[src/rtl/seq_alu_datapath.sv]
// Signed ALU with result register, start/busy/done handshake and an iterative
// shift-add multiplier, plus an independent wrap-around blink timer with two
// threshold flags for the display logic.
//
// state | meaning
// ------+-----------------------------------------------------------
// IDLE  | waiting for start; operands and op latched on acceptance
// MUL   | one shift-add iteration per cycle on operand magnitudes
// FIN   | result written to R, done pulsed on the following cycle
module seq_alu_datapath #(
  parameter int WIDTH     = 8,
  parameter int SHORT_CNT = 50000000,
  parameter int LONG_CNT  = 200000000,
  parameter int PERIOD    = 400000000,
  parameter int CW        = $clog2(PERIOD)
) (
  input  logic                      clk,
  input  logic                      clr,
  input  logic [WIDTH-1:0]          A,
  input  logic [WIDTH-1:0]          B,
  input  logic [1:0]                op,
  input  logic                      start,
  input  logic                      reg_clr,
  input  logic                      inc,
  input  logic                      cnt_clr,
  output logic                      busy,
  output logic                      done,
  output logic [2*WIDTH-1:0]        R,
  output logic                      sign,
  output logic                      lt_short,
  output logic                      lt_long,
  output logic [CW-1:0]             count
);

  localparam int IW = $clog2(WIDTH + 1);
  localparam logic [CW-1:0] CNT_LAST  = CW'(PERIOD - 1);
  localparam logic [CW-1:0] CNT_SHORT = CW'(SHORT_CNT);
  localparam logic [CW-1:0] CNT_LONG  = CW'(LONG_CNT);

  typedef enum logic [1:0] {
    S_IDLE = 2'd0,
    S_MUL  = 2'd1,
    S_FIN  = 2'd2
  } state_t;

  state_t state, state_nxt;

  logic [WIDTH-1:0]   a_q, b_q;
  logic [1:0]         op_q;
  logic               neg_q;
  logic [2*WIDTH-1:0] acc, mcand;
  logic [WIDTH-1:0]   mplier;
  logic [IW-1:0]      iter;
  logic [2*WIDTH-1:0] ext_a, ext_b, diff, result;

  // Two's-complement magnitude; the most negative value maps to 2^(WIDTH-1),
  // which still fits as an unsigned WIDTH-bit number.
  function automatic logic [WIDTH-1:0] mag(input logic [WIDTH-1:0] v);
    return v[WIDTH-1] ? -v : v;
  endfunction

  // FSM state register.
  always_ff @(posedge clk or negedge clr) begin
    if (!clr) state <= S_IDLE;
    else      state <= state_nxt;
  end

  // Next-state logic; start is only looked at in IDLE so requests while busy are dropped.
  always_comb begin
    state_nxt = state;
    case (state)
      S_IDLE: if (start) state_nxt = (op == 2'b10) ? S_MUL : S_FIN;
      S_MUL:  if (iter == '0) state_nxt = S_FIN;
      S_FIN:  state_nxt = S_IDLE;
      default: state_nxt = S_IDLE;
    endcase
  end

  assign busy = (state != S_IDLE);

  // Operand capture and shift-add multiplier; iter counts down the remaining iterations.
  always_ff @(posedge clk or negedge clr) begin
    if (!clr) begin
      a_q    <= '0;
      b_q    <= '0;
      op_q   <= '0;
      neg_q  <= 1'b0;
      acc    <= '0;
      mcand  <= '0;
      mplier <= '0;
      iter   <= '0;
    end else begin
      case (state)
        S_IDLE: begin
          if (start) begin
            a_q    <= A;
            b_q    <= B;
            op_q   <= op;
            neg_q  <= A[WIDTH-1] ^ B[WIDTH-1];
            acc    <= '0;
            mcand  <= {{WIDTH{1'b0}}, mag(A)};
            mplier <= mag(B);
            iter   <= IW'(WIDTH - 1);
          end
        end
        S_MUL: begin
          if (mplier[0]) acc <= acc + mcand;
          mcand  <= mcand << 1;
          mplier <= mplier >> 1;
          if (iter != '0) iter <= iter - IW'(1);
        end
        default: ;
      endcase
    end
  end

  // Operands are sign-extended to the result width, so add/sub/absdiff cannot overflow.
  assign ext_a = {{WIDTH{a_q[WIDTH-1]}}, a_q};
  assign ext_b = {{WIDTH{b_q[WIDTH-1]}}, b_q};
  assign diff  = ext_a - ext_b;

  // Result selection from the latched op.
  always_comb begin
    result = '0;
    case (op_q)
      2'b00: result = ext_a + ext_b;
      2'b01: result = diff;
      2'b10: result = neg_q ? -acc : acc;
      2'b11: result = diff[2*WIDTH-1] ? -diff : diff;
      default: result = '0;
    endcase
  end

  // Result register; reg_clr wins over a completing write but leaves done alone.
  always_ff @(posedge clk or negedge clr) begin
    if (!clr) begin
      R    <= '0;
      done <= 1'b0;
    end else begin
      done <= (state == S_FIN);
      if (reg_clr)              R <= '0;
      else if (state == S_FIN)  R <= result;
    end
  end

  assign sign = R[2*WIDTH-1];

  // Blink timer: clear beats increment, wraps at PERIOD-1.
  always_ff @(posedge clk or negedge clr) begin
    if (!clr)              count <= '0;
    else if (cnt_clr)      count <= '0;
    else if (inc)          count <= (count == CNT_LAST) ? '0 : count + CW'(1);
  end

  assign lt_short = (count < CNT_SHORT);
  assign lt_long  = (count < CNT_LONG);

endmodule

[config.mk]
export PLATFORM = sky130hd
export DESIGN_NAME = seq_alu_datapath
export DESIGN_NICKNAME = d
export VERILOG_FILES = /design/src/rtl/seq_alu_datapath.sv
export SDC_FILE = /design/constraint.sdc
export NUM_CORES = 1
export LEC_CHECK = 0
export BUFFER_PORTS_ARGS = -buffer_cell sky130_fd_sc_hd__buf_2
export CAP_MARGIN = 20
export CORE_MARGIN = 4
export CORE_UTILIZATION = 56
export DETAILED_ROUTE_END_ITERATION = 7
export GPL_TIMING_DRIVEN = 0
export PLACE_DENSITY = 0.82
export SYNTH_ARGS = -nofsm -noshare
export SYNTH_HDL_FRONTEND = slang
export SYNTH_SLANG_ARGS = --single-unit
[constraint.sdc]
create_clock -name clk -period 4.8 [get_ports clk]
set_input_delay 0.24 -clock clk [delete_from_list [all_inputs] [get_ports clk]]
set_output_delay 0.24 -clock clk [all_outputs]
set_load 0.02 [all_outputs]
# [Word level (Yosys, flattened, before mapping)]
# Cells that the tools add are included.
# Widths: inputs -> output; s select.
[totals] word_cells=72 regBits=111 romBits=0 mem_count=0 ram_bits=0 latch_bits=0
[classes] magnitude_cmp=2 n_bitwise=1 n_reduce_logical=13 eq_ne=11 shift=0 n_mux=24 addsub=9 div_mod_pow=0 n_mul=0
[ops] cell="$mux 16" count=7
[ops] cell="$mux 29" count=3
[ops] cell="$pmux 16 s2" count=2
[ops] cell="$pmux 16 s4" count=1
[ops] cell="$neg 16->16" count=2
[ops] cell="$add 29x1->29 const B" count=1
[ops] cell="$eq 29x29->1 const B" count=1
[ops] cell="$lt 29x26->1 const B" count=1
[ops] cell="$lt 29x28->1 const B" count=1
[ops] cell="$mux 8" count=3
[ops] cell="$add 16x16->16" count=1
[ops] cell="$neg 8->8" count=2
[ops] cell="$pmux 8 s2" count=1
[ops] cell="$add 8x8->9" count=1
[ops] cell="$sub 8x8->9" count=1
[ops] cell="$eq 2x2->1 const B" count=4
[ops] cell="$mux 4" count=2
[ops] cell="$ne 2x2->1 const B" count=4
[ops] cell="$pmux 4 s2" count=1
[ops] cell="$reduce_bool 2->1" count=4
[ops] cell="$mux 2" count=3
[ops] cell="$reduce_and 2->1" count=3
[ops] cell="$reduce_and 3->1" count=2
[ops] cell="$eq 2x1->1 const B" count=2
[ops] cell="other kinds (6)" count=7

# [Logic depth before layout (Yosys ltp)]
[depth] depth_word=6 ltp_mapped=11 depth_no_buf=11

# [Least setup slack after synthesis]
# No wires, ideal clock.
[synth_path] kind="register -> register" from="register a_q[0]" to="register R[4]" t_arrival_ps=2350 stages_incl_launch_ff=12 required_ps=4678 n_path_buf=0 slack_ps=2328 path_cell_list="dfrtp_1 -> inv_1 -> ha_1 -> inv_1 -> fa_1 -> a211oi_1 -> nor2_1 -> o31a_1 -> nand2b_4 -> o32ai_1 -> nand2_1 -> a32o_1"
[synth_between] elab_chain_len=6 elab_cells_between_ends=7 cone_classes="3 x add/sub; 4 x mux"
[synth_lines] element="start: declaration" line="48" source="logic [WIDTH-1:0] a_q, b_q;"
[synth_lines] element="start signal: assignment" line="84" source="a_q <= '0;"
[synth_lines] element="start signal: assignment" line="96" source="a_q <= A;"
[synth_lines] element="$sub 8x8->9" line="120" source="assign diff = ext_a - ext_b;"
[synth_lines] element="$neg 16->16" line="129" source="2'b11: result = diff[2*WIDTH-1] ? -diff : diff;"
[synth_lines] element="$mux 16" line="129"
[synth_lines] element="$pmux 16 s4 (*)" line="125" source="case (op_q)"
[synth_lines] element="$mux 16 (*)" line="142" source="else if (state == S_FIN) R <= result;"
[synth_lines] element="$mux 16 (*)" line="141" source="if (reg_clr) R <= '0;"
[synth_lines] element="end signal: assignment" line="142"
[synth_lines] element="end: declaration" line="28" source="output logic [2*WIDTH-1:0] R,"
# Every way passes the cells marked *; elsewhere a longest branch is shown, timed or not. The select of a mux whose other input is x is not followed.
# A chain may end at the register's enable or synchronous reset.

# [Worst setup path in the final report]
[layout_path] from="register a_q[0]" to="register R[5]"
# Same word-level chain as after synthesis.

==> impl_results.rst <==
.. list-table::
   :header-rows: 1

   * - Metric
     - Value
   * - Outcome
     - completed
   * - Critical path's most frequent cell
     - sky130_fd_sc_hd__inv_1
   * - Internal Dissipation
     - around 2.7 mW
   * - Setup slack after layout
     - 1.94 ns
   * - Avg Cell Area, Syn
     - 8.71 µm²
   * - Max-slew headroom
     - about half
   * - Final number of hold-violating endpoints
     - 0
   * - Total clock buffers created by CTS
     - 9
   * - Total die area
     - 14,600 µm²
   * - Net total in the final layout
     - 965
   * - Largest stage delay, worst path
     - 0.47 ns
   * - Fin Hold WS
     - 0.112 ns
   * - Worst Setup SP
     - a_q[0]
   * - Critical path peak fanout
     - 5
   * - Clk_lat worst skew
     - ~0.36 ns
   * - Buffers on Ports
     - 70
   * - Cell area after synthesis
     - around 7000 µm²
   * - Post-synthesis sequential area ratio
     - 39.0%
   * - Fraction of final layout cells sized beyond drive strength 1
     - ~13%
   * - Antenna diodes
     - 0
   * - Portion of total power attributed to combinational logic
     - 56.7%
   * - Core area
     - around 12,000 µm²
   * - Final weighted congestion in routability-driven placement
     - 0.931
   * - Most used flip-flop cell after synthesis
     - sky130_fd_sc_hd__dfrtp_1
   * - Detailed-route via count
     - between 6,000 and 7,000
   * - Final cycle utilization of the critical path
     - 59.5%
   * - Num rows
     - 40
   * - Cell with the largest stage delay on the worst path
     - sky130_fd_sc_hd__fa_1
   * - Max frequency
     - around 0.35 GHz
   * - CTS tree
     - done
   * - Layout filler cell count
     - 1,062
   * - HPWL after detailed placement
     - 13,300 µm
   * - Via count normalized by instance count
     - 5.88
   * - CTS Hold Bufs
     - 1
   * - Leakage component of the power
     - roughly 3.8 nW
   * - Sw Pwr
     - 2.32 mW
   * - First-pass GRT wire length
     - 29,200 µm
   * - Count of pins over their slew limit
     - 0
   * - Slack of the worst reg-to-reg path
     - about 1.9 ns
   * - Max rail drop VDD
     - 250 µV
   * - Boundary pin count
     - 74
   * - WP data arrival
     - ~3.1 ns
   * - Critical R2R Capture
     - R[5]
   * - Root Buffer Master
     - sky130_fd_sc_hd__clkbuf_16
   * - Initial DRT Pass Iterations
     - 5
   * - Clk pwr share
     - 14.2%
   * - Combined area of the multi-input logic cells
     - 4080 µm²
   * - Maximum number of pins on one net before global-route repair
     - 59
   * - Ordered list of cells on the worst path
     - inv_1 > ha_1 > inv_1 > fa_1 > a211oi_1 > nor2_1 > o31a_1 > nand2b_4 > o32ai_1 > nand2_1 > a32o_1
   * - Clock transition time at the flip-flop clock pins of the worst setup and hold paths
     - 0.07 ns
   * - Proportion of register bits with asynchronous set or reset after synthesis
     - 100%
   * - Pre-CTS WS
     - 2.03 ns
   * - Critical path required time
     - 5.04 ns
   * - Layout Skew
     - 0.00685 ns
   * - Slew of the pin with the lowest slew margin
     - 0.748 ns
   * - Overall Global Routing Usage
     - 24.7%
   * - Antenna violations before repair
     - 0
   * - Final setup violation count
     - 0
   * - CP Launch Type
     - flop
   * - Vias in the first global route
     - between 6,000 and 7,000
   * - Number of cells traversed by the worst register-to-register path
     - 11
   * - Storage cell area
     - 2780 µm²
   * - Worst hold-check path type
     - in -> reg
   * - Starting density of the core
     - 58.4%
   * - Clock period minus final worst setup slack
     - 2.86 ns
   * - YS warnings
     - 0
   * - Number of nets still failing antenna checks after routing
     - 0
   * - Mapped Nets
     - 882
   * - DRC violation count after routing
     - 0
   * - Avg WL per Cell
     - 16.2 µm
   * - Capturing instance or port of the critical path
     - R[5]
   * - Element type at the critical path end
     - flop
   * - Post-synth EDFFs
     - 0
   * - Setup CP Type
     - reg -> reg
   * - Synthesized instance count
     - 818
   * - Power density over the cells
     - 622 nW/µm²
   * - Starting DRC count in detailed routing
     - 625
   * - Total of max-cap violations
     - 0
   * - Seq pwr share
     - between 20% and 30%
   * - Unrepaired setup endpoints after global routing
     - false
   * - Buffer count from post-CTS setup fixing
     - 0
   * - DRT Wirelength
     - 17,300 µm
   * - Sum Neg Setup Slack
     - 0 ns
   * - CTS H-Tree Depth
     - 3
   * - Most frequent cells in the layout
     - 119 x sky130_fd_sc_hd__nand2_1, 111 x sky130_fd_sc_hd__dfrtp_1, 79 x sky130_fd_sc_hd__o21ai_0
   * - Post-synthesis to final-layout area growth
     - 12.3%
   * - Clock sink count
     - 111
   * - Fin util
     - 65.5%
   * - Yosys reg bits
     - 111
   * - Most common library cell in the layout ignoring fill and taps
     - sky130_fd_sc_hd__nand2_1
   * - Post-cts sizing count
     - 0
   * - Clock Path Buffers
     - 2
   * - Die span in y
     - 121 µm
   * - Overall overflow remaining after global route
     - 0
   * - Library cells used by synthesis
     - 73
   * - Share of total power consumed by net switching
     - between 40% and 50%
   * - Worst reg2reg path startpoint
     - a_q[0]
   * - Width of the chip
     - 121 µm
[critical path, delay by kind of cell, from the launching register on]
kind / cells / cell delay (ns)
AOI/OAI and AO/OA: 4 / 1.17
adders and majority gates: 2 / 0.64
buffers and inverters: 2 / 0.13
DFF: 1 / 0.38
and+or+nand+nor: 3 / 0.42
[cell type report]
type	instances	share of cell area [%]
tap	168	2.63
inverter	32	1.50
multi-input combinational	639	50.9
buffer	36	1.92
sequential	111	34.7
timing repair buffer	72	4.88
clock inverter	3	0.235
clock buffer	12	3.21
[per-stage QoR]
step	power (mW)	area, µm²	std cells
after CTS	4.96	8000	1073
final	4.98	8000	1073
after global placement	4.16	7690	1056
after floorplan	3.53	7130	818
after global routing	5.37	8000	1073
after detailed placement	4.23	7720	1057
[per-layer routing]
layer / GRT usage [%] / wire, µm
met3: 3.37 / 986
met2: 41.7 / 8430
met4: 9.07 / 389
met5: 0 / 0
met1: 32.5 / 7540
[worst min-delay path by stage]
stage	start	to	slack, ns	cells after the start
after floorplan	clr	R[0]	-0.06	0
after global placement	reg_clr	R[0]	0.47	2
after detailed placement	clr	R[11]	0.33	1
after global routing	reg_clr	R[0]	0.11	2
final	reg_clr	R[0]	0.11	2
after CTS	reg_clr	R[0]	0.10	2
[state kept, by name, indices dropped and copies added (netlist names)]
| name | cells |
|---|---|
| state | 2 |
| mplier | 8 |
| count | 29 |
| iter | 4 |
| neg_q | 1 |
| done | 1 |
| a_q | 8 |
| acc | 16 |
| b_q | 8 |
| mcand | 16 |
| R | 16 |
| op_q | 2 |
[Yosys cell counts, types with 5 or more instances]
cell                       number  area, µm²
sky130_fd_sc_hd__a21o_1         7       52.6
sky130_fd_sc_hd__a21oi_1       41        205
sky130_fd_sc_hd__a22o_1         8       70.1
sky130_fd_sc_hd__a22oi_1       10       75.1
sky130_fd_sc_hd__a31oi_1        9       56.3
sky130_fd_sc_hd__a32o_1         5       50.1
sky130_fd_sc_hd__and3_1         8       50.1
sky130_fd_sc_hd__buf_2          6       30.0
sky130_fd_sc_hd__clkbuf_1      25       93.8
sky130_fd_sc_hd__dfrtp_1      111       2780
sky130_fd_sc_hd__ha_1          37        463
sky130_fd_sc_hd__inv_1         32        120
sky130_fd_sc_hd__nand2_1      119        447
sky130_fd_sc_hd__nand2b_1      12       75.1
sky130_fd_sc_hd__nand3_1       21        105
sky130_fd_sc_hd__nand4_1        8       50.1
sky130_fd_sc_hd__nor2_1        68        255
sky130_fd_sc_hd__nor2b_1        7       43.8
sky130_fd_sc_hd__nor3_1        14       70.1
sky130_fd_sc_hd__nor4_1         8       50.1
sky130_fd_sc_hd__o211ai_1       7       52.6
sky130_fd_sc_hd__o21a_1         7       52.6
sky130_fd_sc_hd__o21ai_0       79        395
sky130_fd_sc_hd__o22ai_1        7       43.8
sky130_fd_sc_hd__o31ai_1       11       82.6
sky130_fd_sc_hd__o41ai_1        5       43.8
sky130_fd_sc_hd__or3_1          5       31.3
sky130_fd_sc_hd__xnor2_1       21        184
sky130_fd_sc_hd__xor2_1        46        403
[power by group through the flow]
stage / registers, mW / logic (mW) / clock network [mW]
4_1_cts: 1.45 / 2.80 / 0.721
2_1_floorplan: 1.48 / 2.06 / 0
5_1_grt: 1.49 / 3.13 / 0.755
3_5_place_dp: 1.46 / 2.77 / 0
6_report: 1.45 / 2.82 / 0.706
3_3_place_gp: 1.45 / 2.72 / 0
[cells by family after synthesis]
logic type / count (synthesis) / synth area share, %
buffers and inverters: 68 / 3.84
xor gates and xnor gates: 67 / 8.23
and+or+nand+nor: 296 / 19.8
adders and majority gates: 40 / 7.34
muxes: 4 / 0.562
AOI/OAI and AO/OA: 232 / 21.2
DFF: 111 / 39.0
Note: power is estimated with default switching activity, not from simulation.
